--- src/rtl/imem_fetch_unit.sv ---
// Instruction-fetch initiator: drives the combinational instruction memory from the PC
// and buffers fetched {pc, instr} pairs in a small prefetch FIFO for decode.
module imem_fetch_unit #(
    parameter logic [31:0] RESET_PC   = 32'h0000_0000,
    parameter int          FIFO_DEPTH = 2
) (
    input  logic        clk,
    input  logic        rst_n,
    input  logic        fetch_en,
    input  logic        redirect_valid,
    input  logic [31:0] redirect_pc,
    output logic [31:0] imem_addr,
    input  logic [31:0] imem_data,
    output logic        out_valid,
    input  logic        out_ready,
    output logic [31:0] out_instr,
    output logic [31:0] out_pc
);

    localparam int PW = $clog2(FIFO_DEPTH);
    localparam int CW = PW + 1;

    logic [31:0]   pc_q, pc_d;
    logic [PW-1:0] head_q, head_d;
    logic [PW-1:0] tail_q, tail_d;
    logic [CW-1:0] count_q, count_d;
    logic [31:0]   pc_mem_q    [FIFO_DEPTH];
    logic [31:0]   pc_mem_d    [FIFO_DEPTH];
    logic [31:0]   instr_mem_q [FIFO_DEPTH];
    logic [31:0]   instr_mem_d [FIFO_DEPTH];
    logic          pop;
    logic          push;

    assign imem_addr = pc_q;
    assign out_valid = (count_q != '0);
    assign out_instr = instr_mem_q[head_q];
    assign out_pc    = pc_mem_q[head_q];

    // A full FIFO may still accept a push when the head leaves in the same cycle.
    always_comb begin
        pop  = out_valid & out_ready;
        push = fetch_en & ~redirect_valid & ((count_q < CW'(FIFO_DEPTH)) | pop);
    end

    always_comb begin
        pc_d        = pc_q;
        head_d      = head_q;
        tail_d      = tail_q;
        count_d     = count_q;
        pc_mem_d    = pc_mem_q;
        instr_mem_d = instr_mem_q;

        if (redirect_valid) begin
            pc_d    = redirect_pc & 32'hFFFF_FFFC;
            head_d  = '0;
            tail_d  = '0;
            count_d = '0;
        end else begin
            if (pop) begin
                head_d = head_q + PW'(1);
            end
            if (push) begin
                pc_mem_d[tail_q]    = pc_q;
                instr_mem_d[tail_q] = imem_data;
                tail_d              = tail_q + PW'(1);
                pc_d                = pc_q + 32'd4;
            end
            case ({push, pop})
                2'b10:   count_d = count_q + CW'(1);
                2'b01:   count_d = count_q - CW'(1);
                default: count_d = count_q;
            endcase
        end
    end

    // Storage is cleared on reset so the outputs are never X while the FIFO is empty.
    always_ff @(posedge clk or negedge rst_n) begin
        if (!rst_n) begin
            pc_q        <= RESET_PC;
            head_q      <= '0;
            tail_q      <= '0;
            count_q     <= '0;
            pc_mem_q    <= '{default: '0};
            instr_mem_q <= '{default: '0};
        end else begin
            pc_q        <= pc_d;
            head_q      <= head_d;
            tail_q      <= tail_d;
            count_q     <= count_d;
            pc_mem_q    <= pc_mem_d;
            instr_mem_q <= instr_mem_d;
        end
    end

endmodule

--- config.mk ---
export PLATFORM = sky130hd
export DESIGN_NAME = imem_fetch_unit
export DESIGN_NICKNAME = d
export VERILOG_FILES = /design/src/rtl/imem_fetch_unit.sv
export SDC_FILE = /design/constraint.sdc
export NUM_CORES = 1
export LEC_CHECK = 0
export BUFFER_PORTS_ARGS = -buffer_cell sky130_fd_sc_hd__buf_2
export CAP_MARGIN = 15
export CORE_AREA = 2 2 102 154
export CTS_BUF_LIST = sky130_fd_sc_hd__clkbuf_16
export CTS_CLUSTER_DIAMETER = 50
export DETAILED_ROUTE_END_ITERATION = 10
export DIE_AREA = 0 0 104 156
export GPL_ROUTABILITY_DRIVEN = 1
export GPL_TIMING_DRIVEN = 1
export MAX_ROUTING_LAYER = met4
export PLACE_DENSITY = 0.74
export SLEW_MARGIN = 20
export SYNTH_ARGS = -nofsm -noshare
export SYNTH_HDL_FRONTEND = slang
export SYNTH_SLANG_ARGS = --single-unit
--- constraint.sdc ---
create_clock -name clk -period 2.3 [get_ports clk]
set_input_delay 0.115 -clock clk [delete_from_list [all_inputs] [get_ports clk]]
set_output_delay 0.115 -clock clk [all_outputs]
set_load 0.005 [all_outputs]
### After elaboration in Yosys (flattened, before gate mapping)

Cells that the tools add are included.

| cells by class | value |
|---|---|
| add/subtract/negate cells | 5 |
| order comparisons | 4 |
| equality and inequality tests | 2 |
| multiplexer cells | 18 |
| bitwise operators | 7 |
| reduce and logical (&&, ||, !) cells | 6 |

Operators with widths:

| cell | number |
|---|---|
| $mux W32 | 9 |
| $bwmux W64 | 2 |
| $add A32 B3 Y32 const B | 1 |
| $demux W32 S1 | 1 |
| $reduce_bool A2 Y1 | 3 |
| $ge A2 B2 Y1 const B | 2 |
| $mux W1 | 4 |
| $not A1 Y2 | 2 |
| $pmux W2 S2 | 1 |
| $and A1 B1 Y1 | 3 |
| $reduce_bool A3 Y1 | 1 |
| $add A1 B1 Y1 const B | 2 |
| $add A2 B1 Y2 const B | 1 |
| $eq A2 B1 Y1 const B | 1 |
| $eq A2 B2 Y1 const B | 1 |
| $lt A2 B1 Y1 const B | 1 |
| $lt A2 B2 Y1 const B | 1 |
| $mux W2 | 1 |
| $reduce_and A2 Y1 | 1 |
| $sub A2 B1 Y2 const B | 1 |
| $logic_and A1 B1 Y1 | 1 |
| $not A1 Y1 | 1 |
| $or A1 B1 Y1 | 1 |

| word-level totals | value |
|---|---|
| bits in registers | 164 |
| input port bits | 69 |
| output and inout bits | 97 |
| word-level logic and storage cells | 50 |

### Longest topological paths before layout

Gate-level depths: netlist (run 1).

| depth | value |
|---|---|
| depth after elaboration | 7 |
| mapped depth | 6 |
| gate-level depth less buffers | 5 |

### Worst setup path after synthesis (run 1)

Ideal clock, no wire load.

| timing | value |
|---|---|
| path kind | flip-flop to flip-flop |
| from | register pc_q[17] (netlist: imem_addr[17]) |
| to | register pc_q[31] (netlist: imem_addr[31]) |
| setup time | 0.125 ns |
| arrival | 1.658 ns |
| data required time | 2.175 ns |
| path slack | 0.517 ns |
| cell stages (with the launch flop) | 7 |
| buffers on the path | 1 |
| clock period less this slack | 1.783 ns |
| cells stage by stage | dfrtp_1 > nand3_1 > or3_1 > buf_6 > nor4_2 > xor2_1 > mux2_2 |

| on the way | value |
|---|---|
| cells in the longest elaborated chain, start to end | 3 |

Ends and longest elaborated chain:

| what | line | source |
|---|---|---|
| from (decl) | 23 | `logic [31:0] pc_q, pc_d;` |
| from (signal assigned) | 86 | `pc_q <= pc_d;` |
| $add A32 B3 Y32 | 66 | `pc_d = pc_q + 32'd4;` |
| $mux W32 | 62 | `if (push) begin` |
| $mux W32 | 53 | `if (redirect_valid) begin` |

No other way between the ends. The select of a mux whose other input is x is not followed.
A chain may end at the register's enable or synchronous reset.

### Worst setup path after layout (run 1)

| timing | value |
|---|---|
| from | register pc_q[2] (netlist: imem_addr[2]) |
| to | register pc_q[26] (netlist: imem_addr[26]) |

Same word-level chain as after synthesis.

==> results of run 1 <==
[final cells by class]
cell class,count,area (sq um),share of cell area
Clock buffer,17,425.4,0.04414
Clock inverter,15,161.4,0.01675
Inverter,9,33.78,0.003505
Multi-Input combinational cell,355,3181,0.3300
Sequential cell,158,3955,0.4104
Tap cell,199,249.0,0.02583
Timing Repair Buffer,240,1633,0.1694
[sequential cells by signal, indices dropped and copies added (netlist names)]
signal	cells
head_q	1
instr_mem_q	64
count_q	2
tail_q	1
pc_mem_q	60
imem_addr	30
[through the flow]
step	setup WS (ns)	hold slack [ns]	area (sq um)	total power [uW]	instances
finish	0.2211	0.07725	9638	8693	993
global route	0.04766	0.07316	9638	9155	993
CTS	0.1840	0.05681	9638	8772	993
detailed placement	0.2373	0.1459	8411	5867	897
floorplan	0.5171	-0.1806	7340	5037	559
global placement	0.3032	0.1256	8411	5718	897
[placed cells by master, fill, tap and decap left out, types with 2 or more instances in the layout]
cell,netlist,routed
and3_1,2,2
buf_12,0,5
buf_2,14,158
buf_4,4,12
bufinv_16,0,2
clkbuf_16,0,17
clkinv_2,0,2
clkinv_4,0,4
clkinvlp_4,0,2
conb_1,1,4
dfrtp_1,158,157
dlygate4sd3_1,0,64
inv_1,9,9
inv_6,0,3
mux2_1,5,5
mux2_2,184,184
nand2_1,43,42
nand3_1,6,6
nand4_1,3,3
nor2_1,11,11
nor2b_1,2,2
nor3_1,7,7
nor4_1,4,4
nor4_2,9,9
o211ai_1,2,2
o21ai_0,18,18
o21ai_1,8,8
o311ai_0,2,2
or3_1,2,2
xnor2_1,22,22
xor2_1,6,6
[worst register-to-register path, cell delays in order, from the launching register on]
cell and delay, ns:
dfrtp_1 0.46, ha_1 0.24, o211ai_1 0.39, buf_4 0.31, nor4_2 0.30, xnor2_1 0.16, o21ai_1 0.08
[logic make-up after synthesis]
family | Yosys count | synth area share
other | 1 | 0.0005117
adder cells (fa/ha/maj) | 1 | 0.001707
XOR/XNOR | 28 | 0.03346
flip-flops | 158 | 0.5395
multiplexers | 190 | 0.2918
AND/OR/NAND/NOR | 96 | 0.07427
AO/OA/AOI/OAI | 36 | 0.02868
buffers and inverters | 46 | 0.03005
[path summary, 6_finish.rpt]
path	startpoint	endpoint	slack, ns	cells after the start
min in group asynchronous	rst_n	instr_mem_q[4]$_DFFE_PN0P_	0.25	2
min	out_ready	count_q[1]$_DFFE_PN0P_	0.08	3
min reg2reg	instr_mem_q[36]$_DFFE_PN0P_	instr_mem_q[36]$_DFFE_PN0P_	0.50	1
max	imem_addr[2]$_DFFE_PN0P_	imem_addr[26]$_DFFE_PN0P_	0.22	6
max in group asynchronous	rst_n	imem_addr[31]$_DFFE_PN0P_	1.30	3
max reg2reg	imem_addr[2]$_DFFE_PN0P_	imem_addr[26]$_DFFE_PN0P_	0.22	6
[routing by layer]
metal,GRT usage,up-vias,wire length (microns)
li1,-,2408,-
met1,0.2510,2637,6863
met2,0.4138,139,9392
met3,0.04845,20,612
met4,0.07400,0,284
met5,-,-,0
[power by group through the flow]
stage                     sequential, uW  clock (uW)  combinational (uW)
final                               3910        2800                1980
after global routing                4000        2990                2170
after CTS                           3900        2860                2010
after detailed placement            3950           0                1910
after global placement              3880           0                1840
after floorplan                     3810           0                1230
[what timing repair did]
action,CTS,global route
hold endpoints to repair,154,0
hold buffers,64,0
setup buffers,0,0
endpoints found under the setup margin,0,0
resized for setup,0,0
==> summary.md, run 1 <==
| Metric | Value |
|---|---|
| Outcome | finished, final reports clean |
| Slowest CP cell | dfrtp_1 |
| Number of diodes | 0 |
| GP Congestion | between 0.7 and 0.8 |
| Post-DRT Antenna Nets | 0 |
| Final net count | roughly 850 |
| Buffers and inverters on the worst path | 1 |
| Switching power | approximately 2400 uW |
| Post-synth EDFFs | 0 |
| Final hold violation count | 0 |
| Fraction of registers with async set/reset | 1.000 |
| Dpl hpwl | 11.29 mm |
| Final period util | 0.9039 |
| Final slew viol count | 0 |
| DR vias | about 5200 |
| Most area-consuming cells after synthesis | dfrtp_1 (54%), mux2_2 (28%), xnor2_1 (2.6%) |
| CP max FO | 8 |
| Max Clk Rate | 0.4810 GHz |
| Seq pwr share | 0.450 |
| Sw Share | 0.2712 |
| Fin crit period | between 2 and 2.5 ns |
| Share of layout cells above drive strength 1 | 0.5139 |
| Initial DRC Count | about 260 |
| Number of fill cells | about 1100 |
| Cells after Synth | 556 |
| Largest net degree at the start of global routing | 64 |
| Port bufs | between 150 and 200 |
| Antenna violations before repair | 0 |
| CTS max path bufs | 2 |
| Final setup fails | 0 |
| VDD IR max | ~0.00052 V |
| Seq/Total Area, Yosys | 0.5395 |
| Rows | 55 |
| Layout Skew | between 0.01 and 0.015 ns |
| Routed len/inst | roughly 17 microns |
| Comb power frac | 0.228 |
| Crit-path cells | ha_1 > o211ai_1 > buf_4 > nor4_2 > xnor2_1 > o21ai_1 |
| Num CTS Buffers | 17 |
| Synth top area share | 0.5395 |
| CTS Root Cell | clkbuf_16 |
| P_int | between 6000 and 7000 uW |
| Clk sink count | around 160 |
| Pre-antenna DRT Iters | 5 |
| Fin Setup TNS | 0 ns |
| DRC | 0 |
| Overflow after GRT | 0 |
| Pwr dens | about 900 nW/um^2 |
| Critical Path Sink Type | register |
| Vias in the first global route | approximately 5600 |
| List of most frequent post-synthesis cells | mux2_2 (184), dfrtp_1 (158), nand2_1 (43), xnor2_1 (22), o21ai_0 (18) |
| Die area | ~16000 sq um |
| CP Launch Type | register |
| Synthesized flop and latch total | around 160 |
| CP max stage delay | ~0.46 ns |
| Synthesis-to-finish area growth | 31.52% |
| Crit path arrival time | approximately 2.4 ns |
| Clk pwr share | 0.322 |
| Max Cap Viol | 0 |
| RSZ-0062 raised after global routing | no |
| Cell family with most CP delay | compound AO/OA/AOI/OAI gates |
| Yosys Warn Count | 0 |
| Synth Flop Type | dfrtp_1 |
| Die height | roughly 160 microns |
| Relative slew slack | 0.3687 |
| Core ar. | about 15000 sq um |
| CTS tree | yes |
| Count leader, synth | mux2_2 |
| Synth area leader | dfrtp_1 |
| Die X | 104 microns |
| Clock Latency Late Sink | 0.42 ns |
| Post-Syn Area per Cell | between 10 and 15 sq um |
| Routed wire length | around 17 mm |
| CP Data Required Time | 2.57 ns |
| Total track usage | 0.2287 |
| Vias per inst | between 5 and 6 |
| H-tree depth | 4 |
| Ports | ~170 |
| Utilization after layout | 0.6484 |
| Leak | approximately 0.0043 uW |
| Worst Hold Class | input port to register |
| Syn Std Cell Area | 7328 sq um |
| Reg clk slew, reported paths | 0.06 ns |
| Slew @ Worst Pin | roughly 0.94 ns |
| First-pass GRT wire length | 28.66 mm |
| Type of the worst setup path | register to register |
| Initial core utilization | 0.4930 |
| Count of different cell masters after synthesis | 41 |
Power figures use the tool's default switching activity.
==> run 2: changes to the inputs <==
==> constraint.sdc (replaced) <==
create_clock -name clk -period 2.3 [get_ports clk]
set_input_delay 0 -clock clk [delete_from_list [all_inputs] [get_ports clk]]
set_output_delay 0 -clock clk [all_outputs]
set_load 0.005 [all_outputs]
==> run 2 against run 1 <==
  * Global-route usage is 0.60 points lower
  * Flip-flop and latch count stayed put
  * Clock power is 4% lower
  * Critical endpoint is now imem_addr[21]$_DFFE_PN0P_
  * Highest routed layer unchanged
==> summary.md, run 2 (synthesized netlist as in run 1, its figures left out) <==
| Metric | Value |
|---|---|
| Outcome | finished, final reports clean |
| Register Area | 3955 sq um |
| Final hold violation count | 0 |
| Reg-to-reg critical path startpoint | imem_addr[5]$_DFFE_PN0P_ |
| Cell count of the worst reg-to-reg path | 5 |
| Fin Setup TNS | 0 ns |
| Clk pwr share | 0.312 |
| Vias per inst | approximately 5.3 |
| Dpl hpwl | 11.00 mm |
| Overflow after GRT | 0 |
| Vias in the first global route | between 5000 and 6000 |
| CP max FO | 18 |
| RSZ-0062 raised after global routing | no |
| Reg clk slew, reported paths | approximately 0.07 ns |
| Number of fill cells | ~1100 |
| Layout Skew | about 0.0090 ns |
| Fin area | slightly below 10000 sq um |
| Multi-input gate area | roughly 3200 sq um |
| Ports | approximately 170 |
| Max Cap Viol | 0 |
| Max reg flops | 64 |
| P_int | approximately 6200 uW |
| Die height | 156 microns |
| Leak | 0.004293 uW |
| DRC | 0 |
| Resized cells post-CTS | 0 |
| GP Congestion | between 0.8 and 0.9 |
| Crit path arrival time | 2.30 ns |
| Largest net degree at the start of global routing | approximately 80 |
| Most common cell after layout, fill and taps aside | mux2_2 |
| CP Launch Type | register |
| CP endpoint | imem_addr[21]$_DFFE_PN0P_ |
| Final setup fails | 0 |
| H-tree depth | 4 |
| Fin crit period | between 2 and 2.5 ns |
| Clock Latency Late Sink | ~0.41 ns |
| Slew @ Worst Pin | roughly 0.76 ns |
| Type of the worst setup path | register to register |
| Post-DRT Antenna Nets | 0 |
| Antenna violations before repair | 1 |
| Synthesis-to-finish area growth | 31.26% |
| Sw Share | 0.2736 |
| Total track usage | 0.2227 |
| Final period util | 0.8731 |
| Largest Register | instr_mem_q |
| VDD IR max | between 0.0005 and 0.0006 V |
| Worst Hold Class | input port to register |
| Commonest cells after routing, fill and taps aside | mux2_2 (184), buf_2 (158), dfrtp_1 (157), dlygate4sd3_1 (65), nand2_1 (42) |
| Port bufs | 159 |
| CTS tree | yes |
| R2r setup slk | 0.29 ns |
| Initial core utilization | 0.4930 |
| Pwr dens | 890.6 nW/um^2 |
| Num CTS Buffers | 17 |
| Comb power frac | 0.231 |
| Routed len/inst | approximately 17 microns |
| CTS max path bufs | 2 |
| Die area | about 16000 sq um |
| Critical Path Sink Type | register |
| Max Clk Rate | about 0.50 GHz |
| Switching power | between 2000 and 2500 uW |
| CP Data Required Time | roughly 2.6 ns |
| Relative slew slack | 0.4941 |
| Final net count | approximately 850 |
| Share of layout cells above drive strength 1 | 0.5101 |
| RR Endpoint | imem_addr[21]$_DFFE_PN0P_ |
| Initial DRC Count | 230 |
| Rows | between 50 and 60 |
| Pre-antenna DRT Iters | 4 |
| Clk sink count | approximately 160 |
| First-pass GRT wire length | around 28 mm |
| Core ar. | ~15000 sq um |
| Post-Place Cell Area | around 8400 sq um |
| Final slew viol count | 0 |
| Routed wire length | between 15 and 20 mm |
| Seq pwr share | 0.456 |
| CTS Root Cell | clkbuf_16 |
| Crit path launch | imem_addr[5]$_DFFE_PN0P_ |
| Die X | approximately 100 microns |
| DR vias | ~5200 |
run 2: metal layers:
| metal | share of wire | global-route usage |
|---|---|---|
| met3 | 0.033 | 0.03509 |
| met5 | 0 | - |
| met1 | 0.41 | 0.2522 |
| met4 | 0.025 | 0.09459 |
| met2 | 0.54 | 0.3922 |
run 2: timing repair:
item / CTS / global route
hold buffers: 65 / 0
endpoints found under the hold margin: 176 / 0
buffers inserted: 0 / 0
run 2: how the worst min path moves through the flow:
stage,from,endpoint,slack (ns),cells after the start
3_5_place_dp,rst_n,instr_mem_q[4]$_DFFE_PN0P_,0.10,1
5_1_grt,redirect_valid,tail_q$_DFFE_PN0P_,0.09,2
4_1_cts,redirect_valid,tail_q$_DFFE_PN0P_,0.04,2
6_report,redirect_valid,tail_q$_DFFE_PN0P_,0.06,2
3_3_place_gp,rst_n,instr_mem_q[36]$_DFFE_PN0P_,0.09,1
2_1_floorplan,rst_n,count_q[0]$_DFFE_PN0P_,-0.30,0
run 2: cell type report:
class,count,share of cell area
multi-input cells,355,0.3306
clock inverters,15,0.01457
inverters,9,0.003512
flip-flops and latches,158,0.4112
well taps,199,0.02588
diodes,1,0.0002601
repair buffers,238,0.1697
clock buffers,17,0.04422
run 2: power groups by stage:
| stage | Clock (uW) | Sequential [uW] | Combinational (uW) |
|---|---|---|---|
| finish | 2680 | 3910 | 1980 |
| global route | 2880 | 4010 | 2160 |
| CTS | 2750 | 3900 | 2000 |
| detailed placement | 0 | 3960 | 1900 |
| global placement | 0 | 3880 | 1830 |
| floorplan | 0 | 3810 | 1230 |
run 2: critical path, stage by stage, from the launching register on:
cell and delay, ns:
dfrtp_1 0.49, and4_4 0.29, nand4_4 0.32, nor4_1 0.42
xor2_1 0.11, mux2_2 0.27
run 2: stage by stage:
step | util | power [uW] | worst slack (ns) | cells | hold slack, ns
detailed placement | 0.5652 | 5860 | 0.2764 | 894 | 0.1005
floorplan | - | 5037 | 0.5171 | 559 | -0.2956
global route | 0.6471 | 9048 | 0.1329 | 992 | 0.08796
finish | 0.6471 | 8566 | 0.2919 | 992 | 0.05776
global placement | 0.5652 | 5714 | 0.3357 | 894 | 0.08559
CTS | 0.6470 | 8656 | 0.2643 | 991 | 0.04329
